$ cat src/rtl/mips_cpu_mem_arbiter_if.sv
// mips_cpu_mem_arbiter_if
// Groups the CPU-side instruction and data ports and the unified memory bus
// that mips_cpu_mem_arbiter connects.
//
// Modports:
//   master : the arbiter's view. It takes requests from the CPU, drives the
//            memory bus, and returns acks and read data.
//   slave  : the environment's view (CPU core plus memory). It drives requests,
//            bus_readdata and bus_waitrequest.
//
// Signal summary:
//   instr_read/instr_address          fetch request (held until instr_ack)
//   instr_ack/instr_readdata          fetch completion pulse and registered word
//   data_read/data_write/data_*       load/store request (held until data_ack)
//   data_ack/data_readdata            data completion pulse and registered word
//   bus_*                             waitrequest-style single-port memory bus
interface mips_cpu_mem_arbiter_if;
  logic        instr_read;
  logic [31:0] instr_address;
  logic        instr_ack;
  logic [31:0] instr_readdata;

  logic        data_read;
  logic        data_write;
  logic [31:0] data_address;
  logic [31:0] data_writedata;
  logic [3:0]  data_byteenable;
  logic        data_ack;
  logic [31:0] data_readdata;

  logic [31:0] bus_address;
  logic        bus_read;
  logic        bus_write;
  logic [3:0]  bus_byteenable;
  logic [31:0] bus_writedata;
  logic [31:0] bus_readdata;
  logic        bus_waitrequest;

  modport master (
    input  instr_read, instr_address,
    output instr_ack, instr_readdata,
    input  data_read, data_write, data_address, data_writedata, data_byteenable,
    output data_ack, data_readdata,
    output bus_address, bus_read, bus_write, bus_byteenable, bus_writedata,
    input  bus_readdata, bus_waitrequest
  );

  modport slave (
    output instr_read, instr_address,
    input  instr_ack, instr_readdata,
    output data_read, data_write, data_address, data_writedata, data_byteenable,
    input  data_ack, data_readdata,
    input  bus_address, bus_read, bus_write, bus_byteenable, bus_writedata,
    output bus_readdata, bus_waitrequest
  );
endinterface

$ cat src/rtl/mips_cpu_mem_arbiter.sv
// mips_cpu_mem_arbiter
// Shares one waitrequest-style memory bus between the CPU instruction-fetch
// port and the data (load/store) port. A granted request is latched onto the
// bus and held until the memory drops waitrequest. The requester then gets a
// one-cycle ack, and read data is returned in a register.
//
// Parameters:
//   DATA_FIRST : 1 = the first contention after reset goes to data, 0 = instruction
// Ports:
//   clk   : rising-edge clock
//   reset : asynchronous active-high reset
//   arb   : mips_cpu_mem_arbiter_if.master (CPU ports and memory bus)
//   busy  : high while an access is on the bus
module mips_cpu_mem_arbiter #(
  parameter bit DATA_FIRST = 1'b1
) (
  input  logic                          clk,
  input  logic                          reset,
  mips_cpu_mem_arbiter_if.master        arb,
  output logic                          busy
);

  localparam logic [0:0] IDLE = 1'b0;
  localparam logic [0:0] BUS  = 1'b1;

  localparam logic GRANT_INSTR = 1'b0;
  localparam logic GRANT_DATA  = 1'b1;

  logic [0:0]  state;
  logic        last_grant;
  logic        owner;
  logic [31:0] bus_address_r;
  logic [31:0] bus_writedata_r;
  logic [3:0]  bus_byteenable_r;
  logic        bus_read_r;
  logic        bus_write_r;
  logic        instr_ack_r;
  logic        data_ack_r;
  logic [31:0] instr_readdata_r;
  logic [31:0] data_readdata_r;

  logic data_req;
  logic instr_req;
  logic pick_data;

  // A port whose ack is showing this cycle is still holding its old request,
  // so it is masked out to avoid serving the same access twice.
  assign data_req  = (arb.data_read | arb.data_write) & ~data_ack_r;
  assign instr_req = arb.instr_read & ~instr_ack_r;

  // Data wins when it is alone, or when both want the bus and instruction
  // had the previous grant.
  assign pick_data = data_req & (~instr_req | (last_grant == GRANT_INSTR));

  // Main arbitration FSM. The bus outputs are registered at the grant edge and
  // stay frozen until the memory accepts the access.
  always_ff @(posedge clk or posedge reset) begin
    if (reset) begin
      state            <= IDLE;
      last_grant       <= DATA_FIRST ? GRANT_INSTR : GRANT_DATA;
      owner            <= GRANT_INSTR;
      bus_address_r    <= '0;
      bus_writedata_r  <= '0;
      bus_byteenable_r <= '0;
      bus_read_r       <= 1'b0;
      bus_write_r      <= 1'b0;
      instr_ack_r      <= 1'b0;
      data_ack_r       <= 1'b0;
      instr_readdata_r <= '0;
      data_readdata_r  <= '0;
    end else begin
      instr_ack_r <= 1'b0;
      data_ack_r  <= 1'b0;
      case (state)
        IDLE: begin
          if (pick_data) begin
            bus_address_r    <= arb.data_address;
            bus_writedata_r  <= arb.data_writedata;
            bus_byteenable_r <= arb.data_byteenable;
            // Read and write together is treated as a write.
            bus_write_r      <= arb.data_write;
            bus_read_r       <= arb.data_read & ~arb.data_write;
            owner            <= GRANT_DATA;
            last_grant       <= GRANT_DATA;
            state            <= BUS;
          end else if (instr_req) begin
            bus_address_r    <= arb.instr_address;
            bus_writedata_r  <= '0;
            bus_byteenable_r <= 4'b1111;
            bus_write_r      <= 1'b0;
            bus_read_r       <= 1'b1;
            owner            <= GRANT_INSTR;
            last_grant       <= GRANT_INSTR;
            state            <= BUS;
          end
        end
        BUS: begin
          if (!arb.bus_waitrequest) begin
            bus_read_r  <= 1'b0;
            bus_write_r <= 1'b0;
            state       <= IDLE;
            if (owner == GRANT_DATA) begin
              data_ack_r <= 1'b1;
              if (bus_read_r) begin
                data_readdata_r <= arb.bus_readdata;
              end
            end else begin
              instr_ack_r      <= 1'b1;
              instr_readdata_r <= arb.bus_readdata;
            end
          end
        end
        default: state <= IDLE;
      endcase
    end
  end

  assign arb.bus_address    = bus_address_r;
  assign arb.bus_writedata  = bus_writedata_r;
  assign arb.bus_byteenable = bus_byteenable_r;
  assign arb.bus_read       = bus_read_r;
  assign arb.bus_write      = bus_write_r;
  assign arb.instr_ack      = instr_ack_r;
  assign arb.data_ack       = data_ack_r;
  assign arb.instr_readdata = instr_readdata_r;
  assign arb.data_readdata  = data_readdata_r;
  assign busy               = (state == BUS);

endmodule

$ cat src/flat_wrapper.sv
// flat-port wrapper written by rule: the top's interface ports become plain ports
module mips_cpu_mem_arbiter_flat 
#(
  parameter bit DATA_FIRST = 1'b1
)
  (clk, reset, busy, arb_instr_read, arb_instr_address, arb_instr_ack, arb_instr_readdata, arb_data_read, arb_data_write, arb_data_address, arb_data_writedata, arb_data_byteenable, arb_data_ack, arb_data_readdata, arb_bus_address, arb_bus_read, arb_bus_write, arb_bus_byteenable, arb_bus_writedata, arb_bus_readdata, arb_bus_waitrequest);
  mips_cpu_mem_arbiter_if arb_i ();
  input  logic clk;
  input  logic reset;
  output logic busy;
  input wire logic [$bits(arb_i.instr_read)-1:0] arb_instr_read;
  input wire logic [$bits(arb_i.instr_address)-1:0] arb_instr_address;
  output wire logic [$bits(arb_i.instr_ack)-1:0] arb_instr_ack;
  output wire logic [$bits(arb_i.instr_readdata)-1:0] arb_instr_readdata;
  input wire logic [$bits(arb_i.data_read)-1:0] arb_data_read;
  input wire logic [$bits(arb_i.data_write)-1:0] arb_data_write;
  input wire logic [$bits(arb_i.data_address)-1:0] arb_data_address;
  input wire logic [$bits(arb_i.data_writedata)-1:0] arb_data_writedata;
  input wire logic [$bits(arb_i.data_byteenable)-1:0] arb_data_byteenable;
  output wire logic [$bits(arb_i.data_ack)-1:0] arb_data_ack;
  output wire logic [$bits(arb_i.data_readdata)-1:0] arb_data_readdata;
  output wire logic [$bits(arb_i.bus_address)-1:0] arb_bus_address;
  output wire logic [$bits(arb_i.bus_read)-1:0] arb_bus_read;
  output wire logic [$bits(arb_i.bus_write)-1:0] arb_bus_write;
  output wire logic [$bits(arb_i.bus_byteenable)-1:0] arb_bus_byteenable;
  output wire logic [$bits(arb_i.bus_writedata)-1:0] arb_bus_writedata;
  input wire logic [$bits(arb_i.bus_readdata)-1:0] arb_bus_readdata;
  input wire logic [$bits(arb_i.bus_waitrequest)-1:0] arb_bus_waitrequest;
  assign arb_i.instr_read = arb_instr_read;
  assign arb_i.instr_address = arb_instr_address;
  assign arb_instr_ack = arb_i.instr_ack;
  assign arb_instr_readdata = arb_i.instr_readdata;
  assign arb_i.data_read = arb_data_read;
  assign arb_i.data_write = arb_data_write;
  assign arb_i.data_address = arb_data_address;
  assign arb_i.data_writedata = arb_data_writedata;
  assign arb_i.data_byteenable = arb_data_byteenable;
  assign arb_data_ack = arb_i.data_ack;
  assign arb_data_readdata = arb_i.data_readdata;
  assign arb_bus_address = arb_i.bus_address;
  assign arb_bus_read = arb_i.bus_read;
  assign arb_bus_write = arb_i.bus_write;
  assign arb_bus_byteenable = arb_i.bus_byteenable;
  assign arb_bus_writedata = arb_i.bus_writedata;
  assign arb_i.bus_readdata = arb_bus_readdata;
  assign arb_i.bus_waitrequest = arb_bus_waitrequest;
  mips_cpu_mem_arbiter #(.DATA_FIRST(DATA_FIRST)) u_core (.clk(clk), .reset(reset), .arb(arb_i), .busy(busy));
endmodule
$ cat config.mk
export PLATFORM = sky130hd
export DESIGN_NAME = mips_cpu_mem_arbiter_flat
export DESIGN_NICKNAME = d
export VERILOG_FILES = /design/src/rtl/mips_cpu_mem_arbiter_if.sv /design/src/rtl/mips_cpu_mem_arbiter.sv /design/src/flat_wrapper.sv
export SDC_FILE = /design/constraint.sdc
export NUM_CORES = 1
export LEC_CHECK = 0
export BUFFER_PORTS_ARGS = -buffer_cell sky130_fd_sc_hd__buf_2
export CAP_MARGIN = 20
export CORE_AREA = 2 2 100 151
export CTS_CLUSTER_DIAMETER = 60
export CTS_CLUSTER_SIZE = 8
export DETAILED_ROUTE_END_ITERATION = 8
export DIE_AREA = 0 0 102 153
export HOLD_SLACK_MARGIN = 0.05
export PLACE_DENSITY = 0.75
export SLEW_MARGIN = 0
export SYNTH_ARGS = -nofsm -noshare
export SYNTH_HDL_FRONTEND = slang
export SYNTH_SLANG_ARGS = --single-unit
$ cat constraint.sdc
create_clock -name clk -period 4.25 [get_ports clk]
set_clock_uncertainty 0.1 [all_clocks]
set_input_delay 0.425 -clock clk [delete_from_list [all_inputs] [get_ports clk]]
set_output_delay 0.425 -clock clk [all_outputs]
set_load 0.03 [all_outputs]
# Word level (Yosys, flattened, before mapping)
# Index checks and enable logic that the tools add are counted.
[word_totals]
latch_bits = 0
mem_bits_rw = 0
in_bits = 138
memories = 0
output_inout_bits = 137
word_cells = 55
ff_bits = 138
rom_bits = 0
[classes]
bitwise = 13
div_mod_pow = 0
n_eq_ne = 2
addsub = 0
n_lt_le_gt_ge = 0
n_shift = 0
muxes = 24
multipliers = 0
reduce_logical = 5
[ops]
columns = ["op", "count"]
rows = [
  ["$mux 32", 4],
  ["$mux 1", 15],
  ["$mux 4", 2],
  ["$not 1->1", 7],
  ["$pmux 1 s2", 3],
  ["$and 1x1->1", 4],
  ["$reduce_and 2->1", 2],
  ["$reduce_and 4->1", 1],
  ["$ne 3x1->1 const B", 1],
  ["$reduce_and 3->1", 1],
  ["$ne 2x2->1 const B", 1],
  ["$or 1x1->1", 2],
  ["$reduce_bool 2->1", 1],
]

# Logic depth before layout (Yosys ltp)
[depth]
word_depth = 7
mapped_depth = 6
mapped_depth_nobuf = 3

# Least setup slack after synthesis
# OpenSTA, ideal clock, no wires.
[synth_path]
path_type = "flip-flop to flip-flop"
startpoint = "register u_core.state (netlist: u_core.busy)"
endpoint = "register u_core.instr_readdata_r[0] (netlist: u_core.arb.instr_readdata[0])"
stages_incl_launch_ff = 6
slack_ns = 2.495
setup_ns = 0.125
path_buffers = 2
t_arrival_ns = 1.530
required_ns = 4.025
synth_period_minus_slack_ns = 1.755
cell_sequence = "dfrtp_1 buf_4 nand2b_1 nor2_2 buf_4 mux2_2"
[synth_between]
elab_chain_cells = 1
[synth_lines]
columns = ["element", "line", "source"]
rows = [
  ["from (decl)", "mips_cpu_mem_arbiter.sv:29", "logic [0:0] state;"],
  ["from (signal assigned)", "mips_cpu_mem_arbiter.sv:59", "state <= IDLE;"],
  ["from (signal assigned)", "mips_cpu_mem_arbiter.sv:85", "state <= BUS;"],
  ["from (signal assigned)", "mips_cpu_mem_arbiter.sv:94", "state <= BUS;"],
  ["$reduce_and 3->1 (no line)", "n/a", ""],
  ["to (signal assigned)", "mips_cpu_mem_arbiter.sv:109", "instr_readdata_r <= arb.bus_readdata;"],
  ["to (decl)", "mips_cpu_mem_arbiter.sv:39", "logic [31:0] instr_readdata_r;"],
]
# No other way between the ends.
# A chain may end at the register's enable or synchronous reset.

# Final worst setup path
[layout_path]
startpoint = "register u_core.state (netlist: u_core.busy)"
endpoint = "register u_core.bus_address_r[17] (netlist: u_core.arb.bus_address[17])"
[layout_between]
elab_chain_cells = 2
[layout_lines]
columns = ["element", "line", "source"]
rows = [
  ["$not 1->1 (no line)", "n/a", ""],
  ["$reduce_and 2->1 (no line)", "n/a", ""],
  ["to (signal assigned)", "mips_cpu_mem_arbiter.sv:77", "bus_address_r <= arb.data_address;"],
  ["to (signal assigned)", "mips_cpu_mem_arbiter.sv:87", "bus_address_r <= arb.instr_address;"],
  ["to (decl)", "mips_cpu_mem_arbiter.sv:32", "logic [31:0] bus_address_r;"],
]
# No other way between the ends.

==> impl_metrics.yaml <==
sta:
  fin_setup_tns_ns: 0
  setup_ws_ns: 1.815
  rsz0062_at_grt: "no"
  finalCritPeriodShare: 0.5730
  fmax_mhz: 410.6
  slew_headroom: 0.3318
  setup_viol: 0
  final.min_clock_period_ns: 2.435
  hold_ws_ns: 0.1323
  finalMaxSlewViolations: 0
  tightest_slew_ns: 1.000
  hold_viol: 0
floorplanning:
  floorplan.die_area_sq_um: 15610
  dieHeight_um: 153
  fp.dieW_um: 102
  coreArea_sq_um: 14320
  start_util: 0.4114
  ioPinCount: 275
  rows: 54
global_routing:
  busiest_layer: "met2"
  grt_max_degree: 106
  grtUsageTotal: 0.2067
  grt_overflow: 0
  grt_util_met2: 0.3575
  grt_pass1_wl_um: 25510
  use_met3: 0.05578
  antenna_found_initial: 1
  grtUsageMet1: 0.2368
  grt_pass1_vias: 5140
yosys:
  synth_cell_types: 37
  avgSynthCellArea_sq_um: 13.58
  synthCells: 434
  synth_edf_count: 0
  ys.flop_type: "dfrtp_1"
  yosys_warnings: 0
  syn-num-nets: 572
  ys_ff_latch: 138
  seq_area_frac_synth: 0.5860
  synth-async-reset-ratio: 1.000
  synth_area_sq_um: 5893
cts:
  ctsResizeCount: 0
  cts_setup_buffers: 0
  cts_hold_buffers: 0
  clkSlewWorstSetupHoldPaths_ns: 0.06
  cts_root_buffer: "clkbuf_16"
  cts_tree: "built"
  cts.sinks: 138
  htreeDepth: 4
  cts_buffers: 17
  cts_max_path_buffers: 2
  insertion_delay_ns: 0.40
layout:
  area_growth_pct: 36.24
  regArea_sq_um: 3453
  fill_cells: 1229
  multiInputGateArea_sq_um: 2176
  fin_nets: 833
  drive_gt1_frac: 0.5113
worst_setup_path:
  required_ns: 4.42
  cp-end-kind: "register"
  start_kind: "register"
  cp.arrival_ns: 2.61
  path_max_fanout: 34
  critPathKind: "register to register"
power_and_ir_drop:
  ir_drop_mv: 0.4040
  total_power_mw: 6.978
  cellPowerDensity_nw_per_um2: 869.1
  power_leakage_nw: 3.832
routing:
  drc_errors: 0
  ant_nets: 0
  wire_per_inst_um: 17.79
  drtPass1Iterations: 4
  vias_per_cell: 5.312
  drtIter0Drc: 207
  routed-via-count: 4807
  drt_wl_total_um: 16100
status:
  status: "completed"
place:
  post-place-ws_ns: 1.581
  routabilityCongestion: 0.8746
  dp_hpwl_um: 11420
  portBuffers: 274
flow_run:
  drv_cap: 0
worst_hold_path:
  min_path_type: "input port to async pin"
==> synth_stat cells (all sizes together), types with 2 or more instances <==
cell    instances  area share
a211oi         32       0.041
clkbuf         10      0.0064
a31oi          32       0.061
mux2           64        0.12
a22o           33       0.049
buf            31       0.039
o21ai          32       0.027
nor2            3      0.0028
nand3          34       0.030
nand2           2      0.0013
o22a            4      0.0059
dfrtp         138        0.59
a21o            2      0.0025
nor3            2      0.0036
==> placed cells by master, fill, tap and decap left out, types with 2 or more instances in the layout <==
cell	n
nand3_1	33
clkbuf_8	2
dfrtp_1	138
bufinv_16	4
o21ai_1	5
a31oi_2	25
o21ai_0	27
a31oi_1	7
mux2_1	52
a211oi_1	32
o22a_1	4
a21o_1	2
nand2_1	2
buf_8	2
inv_6	6
clkinv_4	2
buf_4	5
buf_2	274
inv_8	2
a22o_1	33
mux2_2	12
clkbuf_16	17
==> power breakdown <==
group          switching [mW]  leakage (nW)  internal (mW)  total [mW]
logic                    2.09          1.86          0.990        3.08
registers               0.341          1.65           1.92        2.26
clock network           0.607         0.323           1.04        1.64
==> worst max-delay path, cell delays in order, from the launching register on <==
cell and delay (ns):
dfrtp_1 0.53, nor3b_4 0.24, buf_4 0.38, a21o_1 0.67
buf_12 0.26, a31oi_2 0.11
==> routing by layer <==
metal  vias to the layer above  wire length, um
met5                         -                0
met4                         0              438
met3                        33             1122
met2                       229             8527
met1                      2388             6010
li1                       2157                -
==> stage by stage <==
| step | cells | area [sq um] | utilization |
|---|---|---|---|
| 3_5_place_dp | 870 | 7327 | 0.5115 |
| 2_1_floorplan | 434 | 5893 | - |
| 5_1_grt | 905 | 8029 | 0.5605 |
| 4_1_cts | 902 | 7984 | 0.5574 |
| 3_3_place_gp | 869 | 7312 | 0.5105 |
| 6_report | 905 | 8029 | 0.5605 |
==> area by class of cell <==
type | instances | area share
Multi-Input combinational cell | 254 | 0.2710
Sequential cell | 138 | 0.4301
Tap cell | 196 | 0.03054
Inverter | 1 | 0.001091
Antenna cell | 1 | 0.0003117
Clock buffer | 19 | 0.05641
Timing Repair Buffer | 283 | 0.1851
Clock inverter | 13 | 0.02540
==> kinds of logic after synthesis <==
family          after synthesis  share of synthesized area
compound gates              139                     0.1936
buf+inv                      42                    0.04565
flops                       138                     0.5860
mux                          65                     0.1240
simple gates                 50                    0.05075
==> worst paths after layout <==
kind                                                    start                            end  slack (ns)  cells after the start
worst max-delay path                              u_core.busy     u_core.arb.bus_address[17]        1.81                      5
worst min-delay path                                    reset   u_core.arb.instr_readdata[1]        0.13                      2
worst max register to register                    u_core.busy     u_core.arb.bus_address[17]        1.81                      5
worst min register to register  u_core.arb.instr_readdata[21]  u_core.arb.instr_readdata[21]        0.38                      1
max in group asynchronous                               reset    u_core.arb.bus_writedata[6]        2.94                      3
min in group clk                       arb_data_writedata[10]   u_core.arb.bus_writedata[10]        0.13                      2
==> registers in the layout, indices dropped and copies added, names as in the netlist <==
signal / count
u_core.arb.instr_ack: 1
u_core.arb.bus_write: 1
u_core.last_grant: 1
u_core.busy: 1
u_core.arb.bus_read: 1
u_core.arb.bus_byteenable: 4
u_core.arb.instr_readdata: 32
u_core.arb.bus_address: 32
u_core.arb.bus_writedata: 32
u_core.arb.data_ack: 1
u_core.arb.data_readdata: 32
(Power assumes the default switching activity.)
